--- config.mk ---
export PLATFORM = sky130hd
export DESIGN_NAME = dmem_sram_responder
export DESIGN_NICKNAME = d
export VERILOG_FILES = /design/src/rtl/dmem_sram_responder.sv
export SDC_FILE = /design/constraint.sdc
export NUM_CORES = 1
export LEC_CHECK = 0
export CAP_MARGIN = 20
export CORE_MARGIN = 8
export CORE_UTILIZATION = 37
export CTS_BUF_LIST = sky130_fd_sc_hd__clkbuf_4 sky130_fd_sc_hd__clkbuf_8
export DETAILED_ROUTE_END_ITERATION = 16
export GPL_ROUTABILITY_DRIVEN = 0
export PLACE_DENSITY_LB_ADDON = 0.12
export REMOVE_ABC_BUFFERS = 1
export SLEW_MARGIN = 20
export SYNTH_ARGS = -nofsm -noshare
export SYNTH_HDL_FRONTEND = slang
export SYNTH_SLANG_ARGS = --single-unit
export TNS_END_PERCENT = 5
--- constraint.sdc ---
create_clock -name clk -period 1.65 [get_ports clk]
set_input_delay 0.33 -clock clk [delete_from_list [all_inputs] [get_ports clk]]
set_output_delay 0.33 -clock clk [all_outputs]
set_load 0.005 [all_outputs]
--- src/rtl/dmem_sram_responder.sv ---
// M-stage data port to SRAM-like bus responder: one address/data transaction per request,
// stalls the pipeline until done. Optional DMEM_KSEG_MAP_EN folds kseg0/kseg1 to physical.
module dmem_sram_responder #(
  parameter int unsigned ADDR_W = 32,
  parameter int unsigned DATA_W = 32
) (
  input  logic              clk,
  input  logic              rst,
  input  logic              data_en,
  input  logic [3:0]        data_wen,
  input  logic [ADDR_W-1:0] data_addr,
  input  logic [DATA_W-1:0] data_wdata,
  input  logic              pipe_stall,
  output logic [DATA_W-1:0] data_rdata,
  output logic              d_cache_stall,
  output logic              bus_req,
  output logic              bus_wr,
  output logic [1:0]        bus_size,
  output logic [ADDR_W-1:0] bus_addr,
  output logic [DATA_W-1:0] bus_wdata,
  input  logic              bus_addr_ok,
  input  logic              bus_data_ok,
  input  logic [DATA_W-1:0] bus_rdata
);

  typedef enum logic [1:0] {StIdle, StAddr, StData, StDone} state_e;

  state_e              state_q, state_d;
  logic                wr_q;
  logic [1:0]          size_q;
  logic [ADDR_W-1:0]   addr_q;
  logic [DATA_W-1:0]   wdata_q;
  logic [DATA_W-1:0]   rdata_q;

  logic                start;
  logic                req_wr;
  logic [1:0]          req_size;
  logic [1:0]          req_lo;
  logic [ADDR_W-1:0]   phys_addr;
  logic [ADDR_W-1:0]   req_addr;

`ifdef DMEM_KSEG_MAP_EN
  assign phys_addr = (data_addr[ADDR_W-1 -: 2] == 2'b10) ?
                     {3'b000, data_addr[ADDR_W-4:0]} : data_addr;
`else
  assign phys_addr = data_addr;
`endif

  // Loads and unrecognised enable patterns go out as aligned words.
  always_comb begin
    req_wr   = |data_wen;
    req_size = 2'd2;
    req_lo   = 2'b00;
    case (data_wen)
      4'b0011: begin req_size = 2'd1; req_lo = 2'b00; end
      4'b1100: begin req_size = 2'd1; req_lo = 2'b10; end
      4'b0001: begin req_size = 2'd0; req_lo = 2'b00; end
      4'b0010: begin req_size = 2'd0; req_lo = 2'b01; end
      4'b0100: begin req_size = 2'd0; req_lo = 2'b10; end
      4'b1000: begin req_size = 2'd0; req_lo = 2'b11; end
      default: ;
    endcase
  end

  assign req_addr = {phys_addr[ADDR_W-1:2], req_lo};
  assign start    = (state_q == StIdle) && data_en;

  always_comb begin
    state_d = state_q;
    unique case (state_q)
      StIdle:  if (data_en) state_d = bus_addr_ok ? StData : StAddr;
      StAddr:  if (bus_addr_ok) state_d = StData;
      StData:  if (bus_data_ok) state_d = StDone;
      StDone:  if (!pipe_stall) state_d = StIdle;
      default: state_d = StIdle;
    endcase
  end

  // The request cycle drives the bus straight from the pipeline so a zero-wait
  // address phase can be accepted before the latches load.
  always_comb begin
    bus_req       = start || (state_q == StAddr);
    d_cache_stall = start || (state_q == StAddr) || (state_q == StData);
    bus_wr        = start ? req_wr     : wr_q;
    bus_size      = start ? req_size   : size_q;
    bus_addr      = start ? req_addr   : addr_q;
    bus_wdata     = start ? data_wdata : wdata_q;
    data_rdata    = rdata_q;
  end

  always_ff @(posedge clk or negedge rst) begin
    if (!rst) begin
      state_q <= StIdle;
      wr_q    <= 1'b0;
      size_q  <= 2'd0;
      addr_q  <= '0;
      wdata_q <= '0;
      rdata_q <= '0;
    end else begin
      state_q <= state_d;
      if (start) begin
        wr_q    <= req_wr;
        size_q  <= req_size;
        addr_q  <= req_addr;
        wdata_q <= data_wdata;
      end
      if ((state_q == StData) && bus_data_ok && !wr_q) begin
        rdata_q <= bus_rdata;
      end
    end
  end

endmodule

==> metrics.md <==
| Metric | Value |
|---|---|
| Die span in y | 121 um |
| Peak Freq | 447 MHz |
| RSZ-0062 raised after global routing | yes |
| Status | finished with violations |
| Placeable Area | 10800 um^2 |
| IO Pins | 207 |
| Inst Count DP | 601 |
| Slew @ Worst Pin | 0.510 ns |
| CTS sink cnt | 101 |
| Number of detailed-route iterations in the first pass | 4 |
| Busiest layer in global routing | met2 |
| Largest family of logic cells by synthesized area | multiplexers |
| Ys async rst share | 1.00 |
| WP data required | 1.32 ns |
| Worst-path clk slew | 0.09 ns |
| Avg Cell Area, Syn | 17.0 um^2 |
| Setup TNS | -38.08 ns |
| Share of cells above drive strength 1 | 0.488 |
| Max_cap viols | 0 |
| Critical path startpoint category | flop |
| Hold WS | 0.467 ns |
| Final setup violation count | 69 |
| Grt met3 use | 0.0554 |
| First-pass GRT wire length | 19.3 mm |
| Antenna Cells | 0 |
| Finished Core Util | 0.660 |
| Hold Crit Class | input pin to async pin |
| Vias in the first global route | 3417 |
| Fin. Hold Viols | 0 |
| Routed vias/inst | 4.57 |
| Flops & latches, synth | 101 |
| Most common cell after layout, fill and taps aside | clkdlybuf4s50_1 |
| Commonest register cell after synthesis | dfrtp_1 |
| Synth Area in Simple Gates | 0.0229 |
| Clock latency at the later pin of the worst-skew pair | 0.37 ns |
| Failing checks | negative setup slack |
| Post-route minimum period | 2.24 ns |
| Crit. End Element | primary output |
| Starting Density | 0.378 |
| Most frequent cells in the layout | 132 x clkdlybuf4s50_1, 101 x dfrtp_1, 51 x mux2_4, 47 x buf_6, 44 x mux2_2 |
| GR met2 Demand/Resource | 0.286 |
| Adder-cell share of the synthesized area | 0.0153 |
| DRT antenna net count | 0 |
| Max IR drop VDD | 0.879 mV |
| Post-synth EDFFs | 0 |
| Gr ovfl total | 0 |
| Clock Skew | 0.00627 ns |
| Syn Inst Count | 241 |
| Initial detailed-routing violation count | 83 |
| Rows | 38 |
| Pwr Density | 1850 nW/um^2 |
| Routed WL | 12.6 mm |
| Worst Setup SP | state_q[1] |
| Die Wd | 121 um |
| Initial antenna violation count | 0 |
| Syn Std Cell Area | 4100 um^2 |
| Routed WL per cell | 19.7 um |
| GRT Overall Usage | 0.172 |
| Max FO, Critical Path | 8 |
| Clock root cell | clkbuf_8 |
| H-tree Lvls | 3 |
| Slew HR | 0.660 |
| # fillers | 837 |
| YS warnings | 0 |
| Setup ws final | -0.586 ns |
| Worst-case clock buffer depth | 2 |
| Global routing usage on met1 | 0.201 |
| IO Port Bufs | 204 |
| TritonCTS clock tree | yes |
| Leakage Power | 0.00342 uW |
| Synthesis-to-layout area growth | 74.6% |
| Multiplexer share of the synthesized area | 0.296 |
| Synth Area in Compound Gates | 0.0150 |
| Xor and xnor area share after synthesis | 0.00427 |
| Final Cycle Share | 1.36 |
| Register area share after synthesis | 0.617 |
| Max-slew violation count | 0 |
| CTS Buf Count | 9 |
| Crit path kind | flop to primary output |
| R2r startpoint | state_q[1] |
| Area of the die | 14700 um^2 |
| Worst EP arrival | 1.91 ns |
| Synth unique cells | 22 |
| Largest net degree at the start of global routing | 35 |
| Via count | 2926 |
| Residual DRC count | 0 |
| Final-stage net count | 606 |
| Final Instance Count excl. Fillers | 640 |
| Post-DP HPWL | 9.01 mm |
[power breakdown]
group	total, uW	internal, uW	switching, uW
combinational	7270	4780	2490
sequential	4190	3730	467
clock	1760	893	867
total	13200	9400	3820
[stage by stage]
stage / power, uW / setup WS [ns] / instance area (um^2)
finish: 13200 / -0.586 / 7160
global route: 14000 / -0.656 / 7160
CTS: 13200 / -0.702 / 7140
detailed placement: 10800 / -0.705 / 6500
global placement: 10700 / -0.710 / 6500
floorplan: 6680 / -0.291 / 3990
[final timing paths]
| path | end | slack (ns) | cells after the start |
|---|---|---|---|
| worst min register to register | wdata_q[21] | 0.50 | 1 |
| worst max-delay path | bus_wdata[14] | -0.59 | 8 |
| worst min-delay path | data_rdata[0] | 0.47 | 2 |
| max in group asynchronous | wdata_q[3] | 0.65 | 3 |
| min in group clk | wdata_q[21] | 0.50 | 1 |
| worst max register to register | state_q[0] | 0.03 | 8 |
[repair_timing]
action                                  in CTS  in global routing
pin swaps                                    4                  3
hold buffers                                 1                  0
endpoints found under the setup margin      69                 95
setup buffers                               15                  2
cloned                                       6                  0
endpoints found under the hold margin       29                  0
gates resized for setup                    301                 58
[flip-flops by register name (all words and copies together) (netlist names)]
register    cells
addr_q         32
data_rdata     32
size_q          2
state_q         2
wdata_q        32
wr_q            1
[cells in the mapped netlist, types with 2 or more instances]
| cell type | n | area, um^2 |
|---|---|---|
| inv_1 | 3 | 11.3 |
| nor2_1 | 2 | 7.51 |
| mux2_4 | 30 | 450 |
| o41ai_1 | 2 | 17.5 |
| o21ai_0 | 2 | 10.0 |
| mux2_2 | 65 | 732 |
| buf_6 | 10 | 113 |
| nand2b_1 | 3 | 18.8 |
| nand2_1 | 5 | 18.8 |
| dfrtp_1 | 101 | 2530 |
| mux2i_1 | 3 | 30.0 |
| ha_1 | 5 | 62.6 |
[area by class of cell]
cell class	count	area [um^2]	area share
repair buffers	253	2580	0.361
well taps	140	175	0.0245
clock inverters	6	86.3	0.0121
multi-input cells	127	1630	0.228
inverters	3	11.3	0.00157
clock buffers	10	138	0.0192
flip-flops and latches	101	2530	0.353
[cell families (layout without fill, tap and decap cells)]
group           count (synthesis)  count (layout)
flops                         101             101
xor+xnor                        2               2
compound gates                  8               8
mux                            98              98
buf+inv                        13             272
simple gates                   14              14
fa+ha+maj                       5               5
[layer usage]
layer / vias up / share of wire
li1: 1348 / -
met1: 1467 / 0.40
met2: 96 / 0.51
met3: 15 / 0.069
met4: 0 / 0.018
met5: - / 0
[worst max-delay path: stages, from the launching register on]
cell and delay (ns):
dfrtp_1 0.39, inv_2 0.06, ha_4 0.16, nand2_4 0.08, buf_6 0.12, buf_6 0.12
buf_12 0.13, mux2_2 0.35, buf_6 0.12
(Power assumes the default switching activity.)
